--- src/rtl/sprite_layer_compositor.sv ---
`default_nettype none
// +----------------------------------------------------------------------------+
// | sprite_layer_compositor: 3-stage sprite-over-scrolling-background mixer     |
// | Revision: 1.0                                                              |
// +----------------------------------------------------------------------------+
module sprite_layer_compositor #(
   parameter int NUM_SPRITES = 4,
   parameter int SPR_W       = 34,
   parameter int SPR_H       = 24,
   parameter int SCREEN_W    = 640,
   parameter int SCREEN_H    = 480,
   parameter int BG_W        = 260,
   parameter int CIDX_W      = 6,
   parameter int SCROLL_DIV  = 50000,
   localparam int ADDR_W     = $clog2(SPR_W*SPR_H)
) (
   input  logic                          iClock,
   input  logic                          iReset,
   input  logic                          iValid,
   input  logic [9:0]                    iX,
   input  logic [9:0]                    iY,
   input  logic                          iFrameStart,
   input  logic                          iAttrWe,
   input  logic [2:0]                    iAttrSel,
   input  logic signed [10:0]            iAttrX,
   input  logic signed [10:0]            iAttrY,
   input  logic                          iAttrEn,
   output logic [NUM_SPRITES*ADDR_W-1:0] oSprAddr,
   input  logic [NUM_SPRITES*CIDX_W-1:0] iSprCidx,
   output logic [16:0]                   oBgAddr,
   input  logic [CIDX_W-1:0]             iBgCidx,
   output logic                          oValid,
   output logic [CIDX_W-1:0]             oCidx,
   output logic [9:0]                    oX,
   output logic [9:0]                    oY,
   output logic                          oCollision
);

   localparam int c_SCR_W = $clog2(BG_W + 1);
   localparam int c_DIV_W = $clog2(SCROLL_DIV + 1);
   localparam logic signed [11:0] c_SPR_W12 = 12'(SPR_W);
   localparam logic signed [11:0] c_SPR_H12 = 12'(SPR_H);
   localparam logic [23:0]        c_SPR_W24 = 24'(SPR_W);
   localparam logic [16:0]        c_BG_W17  = 17'(BG_W);
   localparam logic [c_SCR_W-1:0] c_BG_LAST  = c_SCR_W'(BG_W - 1);
   localparam logic [c_DIV_W-1:0] c_DIV_LAST = c_DIV_W'(SCROLL_DIV - 1);

   logic [NUM_SPRITES-1:0] r_sh_en, r_act_en, w_nx_en;
   logic signed [10:0]     r_sh_x  [NUM_SPRITES];
   logic signed [10:0]     r_sh_y  [NUM_SPRITES];
   logic signed [10:0]     r_act_x [NUM_SPRITES];
   logic signed [10:0]     r_act_y [NUM_SPRITES];
   logic signed [10:0]     w_nx_x  [NUM_SPRITES];
   logic signed [10:0]     w_nx_y  [NUM_SPRITES];

   // Next shadow value, so a write landing on iFrameStart reaches the active set too
   always_comb begin
      w_nx_en = r_sh_en;
      for (int i = 0; i < NUM_SPRITES; i++) begin
         w_nx_x[i] = r_sh_x[i];
         w_nx_y[i] = r_sh_y[i];
         if (iAttrWe && (iAttrSel == 3'(i))) begin
            w_nx_en[i] = iAttrEn;
            w_nx_x[i]  = iAttrX;
            w_nx_y[i]  = iAttrY;
         end
      end
   end

   always_ff @(posedge iClock) begin
      if (iReset) begin
         r_sh_en  <= '0;
         r_act_en <= '0;
         for (int i = 0; i < NUM_SPRITES; i++) begin
            r_sh_x[i]  <= '0;
            r_sh_y[i]  <= '0;
            r_act_x[i] <= '0;
            r_act_y[i] <= '0;
         end
      end else begin
         r_sh_en <= w_nx_en;
         for (int i = 0; i < NUM_SPRITES; i++) begin
            r_sh_x[i] <= w_nx_x[i];
            r_sh_y[i] <= w_nx_y[i];
         end
         if (iFrameStart) begin
            r_act_en <= w_nx_en;
            for (int i = 0; i < NUM_SPRITES; i++) begin
               r_act_x[i] <= w_nx_x[i];
               r_act_y[i] <= w_nx_y[i];
            end
         end
      end
   end

   logic                          w_on;
   logic signed [11:0]            w_px, w_py;
   logic [NUM_SPRITES-1:0]        w_hit;
   logic [NUM_SPRITES*ADDR_W-1:0] w_spr_addr;

   assign w_on = ({1'b0, iX} < 11'(SCREEN_W)) && ({1'b0, iY} < 11'(SCREEN_H));
   assign w_px = signed'({2'b00, iX});
   assign w_py = signed'({2'b00, iY});

   // Offsets are signed at 12 bits so negative or off-screen sprites clip instead of wrapping
   for (genvar g = 0; g < NUM_SPRITES; g++) begin : g_spr
      logic signed [11:0] w_dx, w_dy;
      logic [ADDR_W-1:0]  w_lin;
      assign w_dx = w_px - signed'({r_act_x[g][10], r_act_x[g]});
      assign w_dy = w_py - signed'({r_act_y[g][10], r_act_y[g]});
      assign w_hit[g] = w_on && r_act_en[g] &&
                        (w_dx >= 12'sd0) && (w_dx < c_SPR_W12) &&
                        (w_dy >= 12'sd0) && (w_dy < c_SPR_H12);
      assign w_lin = ADDR_W'(({12'd0, w_dy} * c_SPR_W24) + {12'd0, w_dx});
      assign w_spr_addr[g*ADDR_W +: ADDR_W] = w_hit[g] ? w_lin : '0;
   end

   logic [c_SCR_W-1:0] r_scroll;
   logic [c_DIV_W-1:0] r_div;
   logic               r_pend, w_step;
   logic [16:0]        w_bgx, w_bg;

   assign w_step = (r_div == c_DIV_LAST);
   assign w_bgx  = (17'(iX) + 17'(r_scroll)) % c_BG_W17;
   assign w_bg   = w_bgx + 17'(iY) * c_BG_W17;

   // Scroll steps are banked and only applied at a frame boundary to avoid tearing
   always_ff @(posedge iClock) begin
      if (iReset) begin
         r_div    <= '0;
         r_pend   <= 1'b0;
         r_scroll <= '0;
      end else begin
         r_div <= w_step ? '0 : r_div + 1'b1;
         if (iFrameStart) begin
            r_pend <= 1'b0;
            if (r_pend || w_step)
               r_scroll <= (r_scroll == c_BG_LAST) ? '0 : r_scroll + 1'b1;
         end else begin
            r_pend <= r_pend | w_step;
         end
      end
   end

   logic                   r_s1_valid, r_s2_valid;
   logic [NUM_SPRITES-1:0] r_s1_hit, r_s2_hit;
   logic [9:0]             r_s1_x, r_s1_y, r_s2_x, r_s2_y;

   always_ff @(posedge iClock) begin
      if (iReset) begin
         r_s1_valid <= 1'b0;
         r_s2_valid <= 1'b0;
         r_s1_hit   <= '0;
         r_s2_hit   <= '0;
         r_s1_x     <= '0;
         r_s1_y     <= '0;
         r_s2_x     <= '0;
         r_s2_y     <= '0;
         oSprAddr   <= '0;
         oBgAddr    <= '0;
      end else begin
         r_s1_valid <= iValid;
         r_s1_hit   <= w_hit;
         r_s1_x     <= iX;
         r_s1_y     <= iY;
         oSprAddr   <= w_spr_addr;
         oBgAddr    <= w_bg;
         r_s2_valid <= r_s1_valid;
         r_s2_hit   <= r_s1_hit;
         r_s2_x     <= r_s1_x;
         r_s2_y     <= r_s1_y;
      end
   end

   logic [CIDX_W-1:0]      w_cidx;
   logic [NUM_SPRITES-1:0] w_nz;
   logic                   w_found, w_other, w_coll;

   // Lowest-index opaque sprite wins; colour 0 is see-through
   always_comb begin
      w_cidx  = iBgCidx;
      w_found = 1'b0;
      w_other = 1'b0;
      w_nz    = '0;
      for (int i = 0; i < NUM_SPRITES; i++) begin
         w_nz[i] = r_s2_hit[i] && (iSprCidx[i*CIDX_W +: CIDX_W] != '0);
         if (w_nz[i] && !w_found) begin
            w_cidx  = iSprCidx[i*CIDX_W +: CIDX_W];
            w_found = 1'b1;
         end
         if (i > 0)
            w_other = w_other | w_nz[i];
      end
   end

   assign w_coll = r_s2_valid && w_nz[0] && w_other;

   logic r_coll_flag;

   always_ff @(posedge iClock) begin
      if (iReset) begin
         oValid      <= 1'b0;
         oCidx       <= '0;
         oX          <= '0;
         oY          <= '0;
         oCollision  <= 1'b0;
         r_coll_flag <= 1'b0;
      end else begin
         oValid <= r_s2_valid;
         if (r_s2_valid) begin
            oCidx <= w_cidx;
            oX    <= r_s2_x;
            oY    <= r_s2_y;
         end
         if (iFrameStart) begin
            oCollision  <= r_coll_flag;
            r_coll_flag <= w_coll;
         end else begin
            r_coll_flag <= r_coll_flag | w_coll;
         end
      end
   end

endmodule
`default_nettype wire

--- config.mk ---
export PLATFORM = sky130hd
export DESIGN_NAME = sprite_layer_compositor
export DESIGN_NICKNAME = d
export VERILOG_FILES = /design/src/rtl/sprite_layer_compositor.sv
export SDC_FILE = /design/constraint.sdc
export NUM_CORES = 1
export LEC_CHECK = 0
export BUFFER_PORTS_ARGS = -buffer_cell sky130_fd_sc_hd__buf_4
export CAP_MARGIN = 0
export CORE_ASPECT_RATIO = 2
export CORE_MARGIN = 3
export CORE_UTILIZATION = 25
export DETAILED_ROUTE_END_ITERATION = 10
export GPL_TIMING_DRIVEN = 0
export MAX_ROUTING_LAYER = met4
export PLACE_DENSITY_LB_ADDON = 0.15
export SLEW_MARGIN = 10
export SYNTH_ARGS = -nofsm -noshare
export SYNTH_HDL_FRONTEND = slang
export SYNTH_SLANG_ARGS = --single-unit
--- constraint.sdc ---
create_clock -name iClock -period 5.4 [get_ports iClock]
set_input_delay 0.27 -clock iClock [delete_from_list [all_inputs] [get_ports iClock]]
set_output_delay 0.27 -clock iClock [all_outputs]
set_load 0.005 [all_outputs]
==> results.json <==
{
  "reg2reg_depth": 24,
  "ys_ff_latch": 346,
  "finalPower_uw": 7433,
  "cts_tree": "yes",
  "synthArstFlopShare": 0,
  "cts_buffer_depth": 3,
  "place_ws_ps": -1032,
  "grt.total_usage": 0.1588,
  "synth-edff-count": 88,
  "vias": 15210,
  "layout_min_cycle_time_ps": 5357,
  "p_leak_uw": 0.009546,
  "fp-row-count": 142,
  "seq_power_share": 0.373,
  "finalWirelength_microns": 63210,
  "drive_gt1_frac": 0.1350,
  "vdd_drop_max_uv": 207.8,
  "tightest_slew_ps": 1313,
  "fin_nets": 2603,
  "yosys_warnings": 0,
  "gp_congestion": 0.8648,
  "crit_start": "r_scroll[0]$_SDFFE_PP0P_",
  "synth_top_area_cell": "dfxtp_1",
  "io_pins": 166,
  "hold_viol": 0,
  "dp_hpwl_microns": 49830,
  "gr-total-overflow": 0,
  "synth_top_area_frac": 0.2717,
  "io_buffers": 164,
  "drc": 0,
  "worstSetupEndpoint": "oBgAddr[13]$_SDFF_PP0_",
  "htreeDepth": 2,
  "p_switching_uw": 2251,
  "critical_path_arrival_ps": 5750,
  "first_global_vias": 15580,
  "drt_iter0_markers": 624,
  "root_buffer": "clkbuf_16",
  "finClkSkew_ps": 19.98,
  "relSlewSlack": 0.1166,
  "setup_slack_ps": 43.28,
  "grt_setup_unrepaired": "true",
  "clock_latency_ps": 550,
  "crit_fanout": 7,
  "synth_flop_cell": "dfxtp_1",
  "syn_to_final_growth_pct": 22.56,
  "synthCells": 2091,
  "grt_max_degree": 48,
  "antenna_found_initial": 5,
  "power_frac_comb": 0.274,
  "netlist_top_cells_area": "dfxtp_1 27%, edfxtp_1 14%, ha_1 11%, nand2_1 4.7%, a21oi_1 4.4%",
  "clockPowerShare": 0.353,
  "utilization": 0.3100,
  "grt_pass1_wl_microns": 91910,
  "coreArea_sq_um": 75150,
  "die_x_microns": 201.0,
  "reg2reg_slack_ps": 40,
  "start_util": 0.2529,
  "setup_viol": 0,
  "synth.distinct_cells": 80,
  "start_kind": "flop",
  "rr_startpoint": "r_scroll[0]$_SDFFE_PP0P_",
  "routedWlPerCell_microns": 18.79,
  "die-area_sq_um": 79580,
  "syn-cell-area_sq_um": 19010,
  "reg2reg_to": "oBgAddr[13]$_SDFF_PP0_",
  "swShare": 0.3028,
  "p_per_area_nw_per_um2": 319.0,
  "fmaxAchievable_mhz": 186.7,
  "status": "complete, no violations",
  "path_clk_slew_ps": 60,
  "ant_nets": 0,
  "end_kind": "flop",
  "crit_required_ps": 5800,
  "cts-buffers-inserted": 36,
  "drv_cap": 0,
  "via_per_inst": 4.523,
  "holdCritPathClass": "input pin to flop",
  "slew_violations": 0,
  "cts.sinks": 346,
  "fp.dieH_microns": 396.0,
  "seq_area_frac_synth": 0.4107,
  "setup.worst_path.class": "flop to flop",
  "min_period_over_period": 0.9920,
  "avgSynthCellArea_sq_um": 9.090,
  "drt_pre_antenna_iters": 5,
  "p_int_uw": 5182
}
[worst min-delay path by stage]
stage	startpoint	to	slack, ps	depth (start not counted)
final	iAttrX[0]	r_sh_x[2][0]$_SDFF_PP0_	50	3
after detailed placement	r_s1_x[6]$_SDFF_PP0_	r_s2_x[6]$_SDFF_PP0_	420	1
after CTS	iAttrX[0]	r_sh_x[2][0]$_SDFF_PP0_	20	3
after floorplan	iValid	r_s1_valid$_SDFF_PP0_	400	1
after global routing	iAttrX[0]	r_sh_x[0][0]$_SDFF_PP0_	40	3
after global placement	r_s1_valid$_SDFF_PP0_	r_s2_valid$_SDFF_PP0_	420	1
[per-stage QoR]
stage	instances	area (sq um)	hold slack [ps]	setup TNS, ps
after global routing	3364	23300	44.31	-634.9
after CTS	3355	23090	16.11	0
after global placement	3269	21530	417.7	-3380
after detailed placement	3270	21560	422.7	-3675
final	3364	23300	52.07	0
after floorplan	2097	19030	398.2	0
[power by group through the flow]
stage               clock network, uW  logic, uW  registers [uW]
global placement                    0       1960            2830
finish                           2620       2030            2780
floorplan                           0       1410            2830
CTS                              2740       2040            2780
global route                     2810       2280            2780
detailed placement                  0       1980            2840
[cells in the final DEF, fill, tap and decap left out, types with 41 or more instances in the layout]
| cell type | synthesis | final |
|---|---|---|
| and2_1 | 94 | 94 |
| inv_1 | 185 | 185 |
| a21oi_1 | 169 | 165 |
| mux2i_1 | 41 | 41 |
| edfxtp_1 | 88 | 88 |
| clkbuf_1 | 53 | 61 |
| ha_1 | 174 | 172 |
| nor2b_1 | 72 | 72 |
| o21ai_0 | 81 | 76 |
| nor2_1 | 156 | 154 |
| dfxtp_1 | 258 | 255 |
| xor2_1 | 50 | 46 |
| buf_4 | 0 | 187 |
| a21o_1 | 43 | 43 |
| nand2_1 | 238 | 237 |
| xnor2_1 | 81 | 77 |
[what timing repair did]
| action | 4_1_cts | 5_1_grt |
|---|---|---|
| hold buffers | 1 | 0 |
| setup endpoints to repair | 8 | 5 |
| gates resized for setup | 31 | 25 |
| buffers inserted | 20 | 7 |
| pin swaps | 30 | 13 |
| endpoints found under the hold margin | 1 | 0 |
| gates cloned | 0 | 1 |
[registers in the layout, indices dropped and copies added (netlist names), 16 cells and up]
signal    count
oBgAddr      17
oSprAddr     40
r_sh_y       44
r_div        16
r_sh_x       44
r_act_x      44
r_act_y      44
[cells in the mapped netlist, drive strengths merged (44+ instances only)]
cell type / number
a21o: 44
a21oi: 171
and2: 95
clkbuf: 53
dfxtp: 258
edfxtp: 88
ha: 174
inv: 185
nand2: 238
nor2: 157
nor2b: 72
o21ai: 85
xnor2: 81
xor2: 52
[kinds of logic (layout without fill, tap and decap cells)]
group | Yosys count | in the layout | synth area share
other | 1 | 8 | 0.0001973
adder cells (fa/ha/maj) | 193 | 193 | 0.1345
flip-flops | 346 | 346 | 0.4107
AND/OR/NAND/NOR | 704 | 704 | 0.1798
buffers and inverters | 251 | 509 | 0.05016
AO/OA/AOI/OAI | 418 | 418 | 0.1378
XOR/XNOR | 134 | 134 | 0.06326
multiplexers | 44 | 44 | 0.02356
[cell type report]
class,count,area (sq um)
fillers,7879,51860
clock inverters,14,197.7
flip-flops and latches,346,7814
diodes,1,2.502
inverters,185,694.4
clock buffers,50,1025
multi-input cells,1500,10540
plain buffers,66,265.3
repair buffers,194,1500
well taps,1008,1261
[routing by layer]
metal / vias to the layer above / global-route usage / share of wire
met5: - / - / 0
met4: 0 / 0.1133 / 0.084
met3: 166 / 0.01922 / 0.039
met2: 397 / 0.2926 / 0.52
met1: 7083 / 0.1521 / 0.36
li1: 7568 / - / -
[critical path, cell delays in order (launching register included)]
cell,delay (ps)
dfxtp_4,350
ha_4,160
fa_2,360
a21o_1,200
a311o_2,410
a31oi_4,210
buf_6,140
nor3_4,50
o31ai_2,280
mux2_4,340
and4b_4,220
nor3_4,290
xor2_2,230
ha_1,270
a21o_1,150
a21o_1,170
a21o_1,180
a21o_1,170
a21oi_2,200
o21ai_2,100
o41ai_2,240
buf_4,200
buf_6,100
xor2_2,140
nor2_1,50
No activity file was read; power rests on OpenSTA's default activity.
